### src/rtl/mul_pkg.sv
// Shared types and sizing helpers for the shift-add multiplier.
// The MUL_SIGNED_EN option is handled in seq_multiplier; nothing here depends on it.
package mul_pkg;

  typedef enum logic [1:0] {
    IDLE = 2'd0,
    RUN  = 2'd1,
    DONE = 2'd2
  } mul_state_e;

  localparam int unsigned BPC_1 = 1;
  localparam int unsigned BPC_2 = 2;
  localparam int unsigned BPC_4 = 4;

  // The counter must hold WIDTH/BITS_PER_CYCLE itself, hence the +1.
  function automatic int unsigned cnt_width(input int unsigned width, input int unsigned bpc);
    return $clog2(width / bpc + 1);
  endfunction

  function automatic bit bpc_legal(input int unsigned bpc);
    return (bpc == BPC_1) || (bpc == BPC_2) || (bpc == BPC_4);
  endfunction

endpackage

### src/rtl/mul_partial.sv
// Combinational partial-product generator: sum of the multiplicand shifted
// by each set bit of the current multiplier slice.
module mul_partial #(
  parameter int unsigned PW  = 64,
  parameter int unsigned BPC = 1
) (
  input  logic [PW-1:0]  mcand_i,
  input  logic [BPC-1:0] bits_i,
  output logic [PW-1:0]  pp_o
);

  always_comb begin
    pp_o = '0;
    for (int i = 0; i < BPC; i++) begin
      if (bits_i[i]) pp_o = pp_o + (mcand_i << i);
    end
  end

endmodule

### src/rtl/seq_multiplier.sv
// Multi-cycle shift-add multiplier retiring BITS_PER_CYCLE multiplier bits per clock.
// Define MUL_SIGNED_EN to add the signed_op port and two's-complement operation.
module seq_multiplier
  import mul_pkg::*;
#(
  parameter int unsigned WIDTH          = 32,
  parameter int unsigned BITS_PER_CYCLE = 1
) (
  input  logic               clk,
  input  logic               reset,
  input  logic               start,
`ifdef MUL_SIGNED_EN
  input  logic               signed_op,
`endif
  input  logic [WIDTH-1:0]   op_a,
  input  logic [WIDTH-1:0]   op_b,
  output logic               busy,
  output logic               done,
  output logic [2*WIDTH-1:0] product
);

  localparam int unsigned PW = 2 * WIDTH;
  localparam int unsigned N  = WIDTH / BITS_PER_CYCLE;
  localparam int unsigned CW = cnt_width(WIDTH, BITS_PER_CYCLE);
  localparam logic [CW-1:0] N_CNT   = CW'(N);
  localparam logic [CW-1:0] ONE_CNT = CW'(1);

  if ((WIDTH % BITS_PER_CYCLE) != 0 || !bpc_legal(BITS_PER_CYCLE) || WIDTH < 4) begin : g_cfg_err
    $fatal(1, "seq_multiplier: illegal WIDTH/BITS_PER_CYCLE combination");
  end

  function automatic logic [PW-1:0] apply_sign(input logic [PW-1:0] v, input logic neg);
    return neg ? -v : v;
  endfunction

  mul_state_e        state_q, state_d;
  logic              load, finish;
  logic [CW-1:0]     cnt_q;
  logic [PW-1:0]     mcand_q, acc_q, product_q, pp, acc_sum;
  logic [WIDTH-1:0]  mplier_q;
  logic              neg_q;
  logic              a_neg, b_neg;
  logic [WIDTH-1:0]  a_mag, b_mag;

`ifdef MUL_SIGNED_EN
  assign a_neg = signed_op & op_a[WIDTH-1];
  assign b_neg = signed_op & op_b[WIDTH-1];
`else
  assign a_neg = 1'b0;
  assign b_neg = 1'b0;
`endif
  // Magnitude of the most negative value still fits as an unsigned WIDTH-bit number.
  assign a_mag = a_neg ? -op_a : op_a;
  assign b_mag = b_neg ? -op_b : op_b;

  always_comb begin
    state_d = state_q;
    load    = 1'b0;
    finish  = 1'b0;
    unique case (state_q)
      IDLE: begin
        if (start) begin
          load    = 1'b1;
          state_d = RUN;
        end
      end
      RUN: begin
        if (cnt_q == ONE_CNT) begin
          finish  = 1'b1;
          state_d = DONE;
        end
      end
      DONE: begin
        if (start) begin
          load    = 1'b1;
          state_d = RUN;
        end else begin
          state_d = IDLE;
        end
      end
      default: state_d = IDLE;
    endcase
  end

  always_ff @(posedge clk) begin
    if (reset) state_q <= IDLE;
    else       state_q <= state_d;
  end

  mul_partial #(
    .PW  (PW),
    .BPC (BITS_PER_CYCLE)
  ) u_partial (
    .mcand_i (mcand_q),
    .bits_i  (mplier_q[BITS_PER_CYCLE-1:0]),
    .pp_o    (pp)
  );

  assign acc_sum = acc_q + pp;

  // Datapath registers carry no reset; load always precedes their use.
  always_ff @(posedge clk) begin
    if (load) begin
      mcand_q  <= {{WIDTH{1'b0}}, a_mag};
      mplier_q <= b_mag;
      acc_q    <= '0;
      neg_q    <= a_neg ^ b_neg;
    end else if (state_q == RUN) begin
      mcand_q  <= mcand_q << BITS_PER_CYCLE;
      mplier_q <= mplier_q >> BITS_PER_CYCLE;
      acc_q    <= acc_sum;
    end
  end

  always_ff @(posedge clk) begin
    if (reset) begin
      cnt_q     <= '0;
      product_q <= '0;
    end else begin
      if (load)                 cnt_q <= N_CNT;
      else if (state_q == RUN)  cnt_q <= cnt_q - ONE_CNT;
      if (finish) product_q <= apply_sign(acc_sum, neg_q);
    end
  end

  assign busy    = (state_q == RUN);
  assign done    = (state_q == DONE);
  assign product = product_q;

endmodule

### config.mk
export PLATFORM = sky130hd
export DESIGN_NAME = seq_multiplier
export DESIGN_NICKNAME = d
export VERILOG_FILES = /design/src/rtl/mul_pkg.sv /design/src/rtl/mul_partial.sv /design/src/rtl/seq_multiplier.sv
export SDC_FILE = /design/constraint.sdc
export NUM_CORES = 1
export LEC_CHECK = 0
export CAP_MARGIN = 20
export CORE_MARGIN = 1.5
export CORE_UTILIZATION = 45
export CTS_BUF_LIST = sky130_fd_sc_hd__clkbuf_8
export DETAILED_ROUTE_END_ITERATION = 16
export HOLD_SLACK_MARGIN = 0.12
export PLACE_DENSITY_LB_ADDON = 0.12
export RECOVER_POWER = 25
export SLEW_MARGIN = 0
export SYNTH_ARGS = -nofsm -noshare
export SYNTH_HDL_FRONTEND = slang
export SYNTH_HIERARCHICAL = 1
export SYNTH_SLANG_ARGS = --single-unit
export TNS_END_PERCENT = 10
### constraint.sdc
create_clock -name clk -period 5.1 [get_ports clk]
set_clock_uncertainty 0.15 [all_clocks]
set_input_delay 1.275 -clock clk [delete_from_list [all_inputs] [get_ports clk]]
set_output_delay 1.275 -clock clk [all_outputs]
set_load 0.05 [all_outputs]
==> flow_metrics.py <==
metrics = {
    "synthesis": {
        "synth_edf_count": 64,
        "yosysTopAreaCellShare_pct": 26.21,
        "ys_seq_area_share_pct": 41.18,
        "ys.flop_type": "dfxtp_1",
        "ys_top_cells_by_area": "dfxtp_1 26%, edfxtp_1 15%, nand2_1 10%, ha_1 6.3%, a22o_1 5.5%",
        "synthMuxAreaShare_pct": 0.07800,
        "synthArstFlopShare_pct": 0,
        "yosys_register_bits": 232,
        "synth_cells": 1495,
        "syn-num-nets": 1628,
        "synth-simple-area-share_pct": 22.86,
        "netlist_area_um2": 12830,
        "synth_xor_area_share_pct": 4.212,
        "synth_top_family_by_area": "simple AND/OR/NAND/NOR gates",
        "synth_compound_area_share_pct": 21.01,
        "syn_avg_cell_area_um2": 8.584,
        "synthTopCellsByCount": "346 x nand2_1, 168 x dfxtp_1, 130 x a21oi_1",
        "yosysTopAreaCell": "dfxtp_1",
        "synth_fa_ha_area_share_pct": 6.493,
        "synth.most_common_cell": "nand2_1",
        "yosysWarnings": 6,
        "synth_cell_types": 80,
    },
    "placed_design": {
        "place_inst": 1914,
        "placed_area_um2": 14360,
        "dp.final_hpwl_um": 23490,
        "port_buffers": 132,
        "gp_congestion": 0.9227,
    },
    "min_path": {
        "min_from": "product[36]",
        "worstHoldEndpoint": "product[36]",
        "holdPathStages": 2,
        "hold_path.class": "flop to flop",
    },
    "timing": {
        "maxSlewViolCount": 222,
        "hold_viol": 0,
        "setup-violations-final": 0,
        "timing.slew.headroom_pct": -103.0,
        "min_period_ns": 4.328,
        "setup_tns_ns": 0,
        "hold_ws_ns": 0.2999,
        "fmax_mhz": 231.1,
        "tightest_slew_ns": 3.045,
        "rsz0062_at_grt": "false",
        "fin_crit_sh_pct": 84.86,
    },
    "route": {
        "routed_wl_um": 33710,
        "vias": 10970,
        "drc": 0,
        "firstDrtPassIters": 5,
        "ant_nets": 0,
        "drtIter0Drc": 736,
        "wire_per_inst_um": 16.92,
        "vias_per_cell": 5.508,
    },
    "cells_and_area": {
        "multi_input_area_um2": 7024,
        "seq_area_um2": 5285,
        "stdcell_count": 1992,
        "fin_area_um2": 15240,
        "fin_util_pct": 54.57,
        "area_growth_syn_to_layout_pct": 18.78,
        "drive_above_1_share_pct": 9.733,
        "n_fill_cell": 2682,
        "nets": 1714,
    },
    "clocking": {
        "post_cts_buffers": 0,
        "hold_buffers": 0,
        "numCtsBuffers": 43,
        "htree_levels": 2,
        "cts.sinks": 232,
        "post_cts_resized": 0,
        "cts_root_buf": "clkbuf_8",
        "tritoncts": "done",
        "path_clk_slew_ns": 0.06,
        "clockBufferDepth": 3,
        "clkLatencyLatePin_ns": 0.58,
    },
    "grt": {
        "grt_pass1_wl_um": 54690,
        "grt_pass1_vias": 10500,
        "track_usage_pct": 23.06,
        "antenna_found_initial": 1,
        "grt_overflow": 0,
        "grt_max_degree": 97,
    },
    "die": {
        "die_h_um": 171.9,
        "dieArea_um2": 29540,
        "coreArea_um2": 27930,
        "ios": 133,
        "die_x_um": 171.9,
        "start_util_pct": 45.94,
        "num_rows": 61,
    },
    "worst_setup_path": {
        "crit_required_ns": 5.36,
        "worstPathArrival_ns": 4.59,
        "cp-end-kind": "flop",
        "reg2reg_slack_ns": 0.87,
        "timing.rr.end": "product[0]",
        "r2r-start": "state_q[0]",
        "worstRegToRegCells": 6,
        "startpoint_type": "input pin",
        "path_class": "input pin to flop",
        "crit_fanout": 70,
    },
    "power": {
        "power_density_nw_per_um2": 344.8,
        "cellLeakagePower_uw": 0.006123,
        "peakVddDrop_mv": 0.1998,
    },
    "run": {
        "maxCapViolCount": 4,
    },
    "status": {
        "status": "finished with violations",
        "violations": "capacitance limit, slew limit",
    },
}
[worst max path at each step]
stage / slack, ns / startpoint / cells past startpoint / end
6_report: 0.77 / start / 5 / mcand_q[31]
3_3_place_gp: 1.22 / mplier_q[0] / 14 / acc_q[56]
4_1_cts: 1.06 / mplier_q[0] / 14 / acc_q[56]
2_1_floorplan: 1.13 / start / 6 / mcand_q[0]
3_5_place_dp: 1.07 / mplier_q[0] / 14 / product[63]
5_1_grt: 0.38 / start / 5 / mplier_q[3]
[final cells by class]
| cell class | count | share of cell area [%] |
|---|---|---|
| tap | 378 | 3.103 |
| sequential | 232 | 34.67 |
| clock inverter | 25 | 1.272 |
| inverter | 30 | 0.7387 |
| timing repair buffer | 147 | 9.423 |
| clock buffer | 52 | 4.695 |
| multi-input combinational | 1127 | 46.08 |
| antenna | 1 | 0.01642 |
[cells by family after synthesis]
group,count (synthesis)
buffers and inverters,136
XOR/XNOR,60
adder cells (fa/ha/maj),66
AO/OA/AOI/OAI,387
AND/OR/NAND/NOR,613
multiplexers,1
flip-flops,232
[worst max-delay path, stage by stage]
cell	delay (ns)
dlygate4sd3_1	0.56
nor2b_4	0.16
clkbuf_1	2.14
nand2_1	0.26
nand2_1	0.14
[through the flow]
step | worst slack, ns | power, uW
global placement | 1.223 | 3392
global route | 0.3764 | 5540
CTS | 1.057 | 5301
finish | 0.7720 | 5255
detailed placement | 1.074 | 3391
floorplan | 1.133 | 3072
[state kept, by name, indices dropped and copies added (netlist names)]
name	flops
acc_q	64
cnt_q	6
mcand_q	64
mplier_q	32
product	64
state_q	2
[report_power, final]
part	switching, uW	internal [uW]
Clock	813	1080
Combinational	721	451
Sequential	90.5	2100
Total	1620	3630
[cell usage in the layout, fill, tap and decap left out, types with 4 or more instances in the layout]
master and count:
and2_2 64, and2_1 8, nor3b_1 8, edfxtp_1 64, o21a_1 11, inv_1 43
nor2b_1 6, dfxtp_1 168, or4_1 6, nand2_1 346, clkbuf_1 4, a21oi_1 130
a22o_1 80, o21ai_1 19, nand3_1 27, a31oi_1 7, and3_1 5, nand4_1 26
a211oi_1 4, nor2_1 50, or3_1 7, nand4b_1 4, xnor2_1 35, nand2b_1 4
clkdlybuf4s50_1 130, a221oi_1 4, and4_1 5, xor2_1 24, nand3b_1 10, o21bai_1 16
o211ai_1 12, clkbuf_8 52, a21o_1 17, ha_1 65, buf_4 8, nor3_1 23
o2111ai_1 4, o21ai_0 32
[routing by layer]
metal	global-route usage (%)	share of wire [%]	vias to the layer above
li1	-	-	5482
met5	0	0	-
met4	7.675	2.9	0
met2	35.63	43	288
met1	32.69	49	5126
met3	3.799	5.2	76
Power figures use the tool's default switching activity.
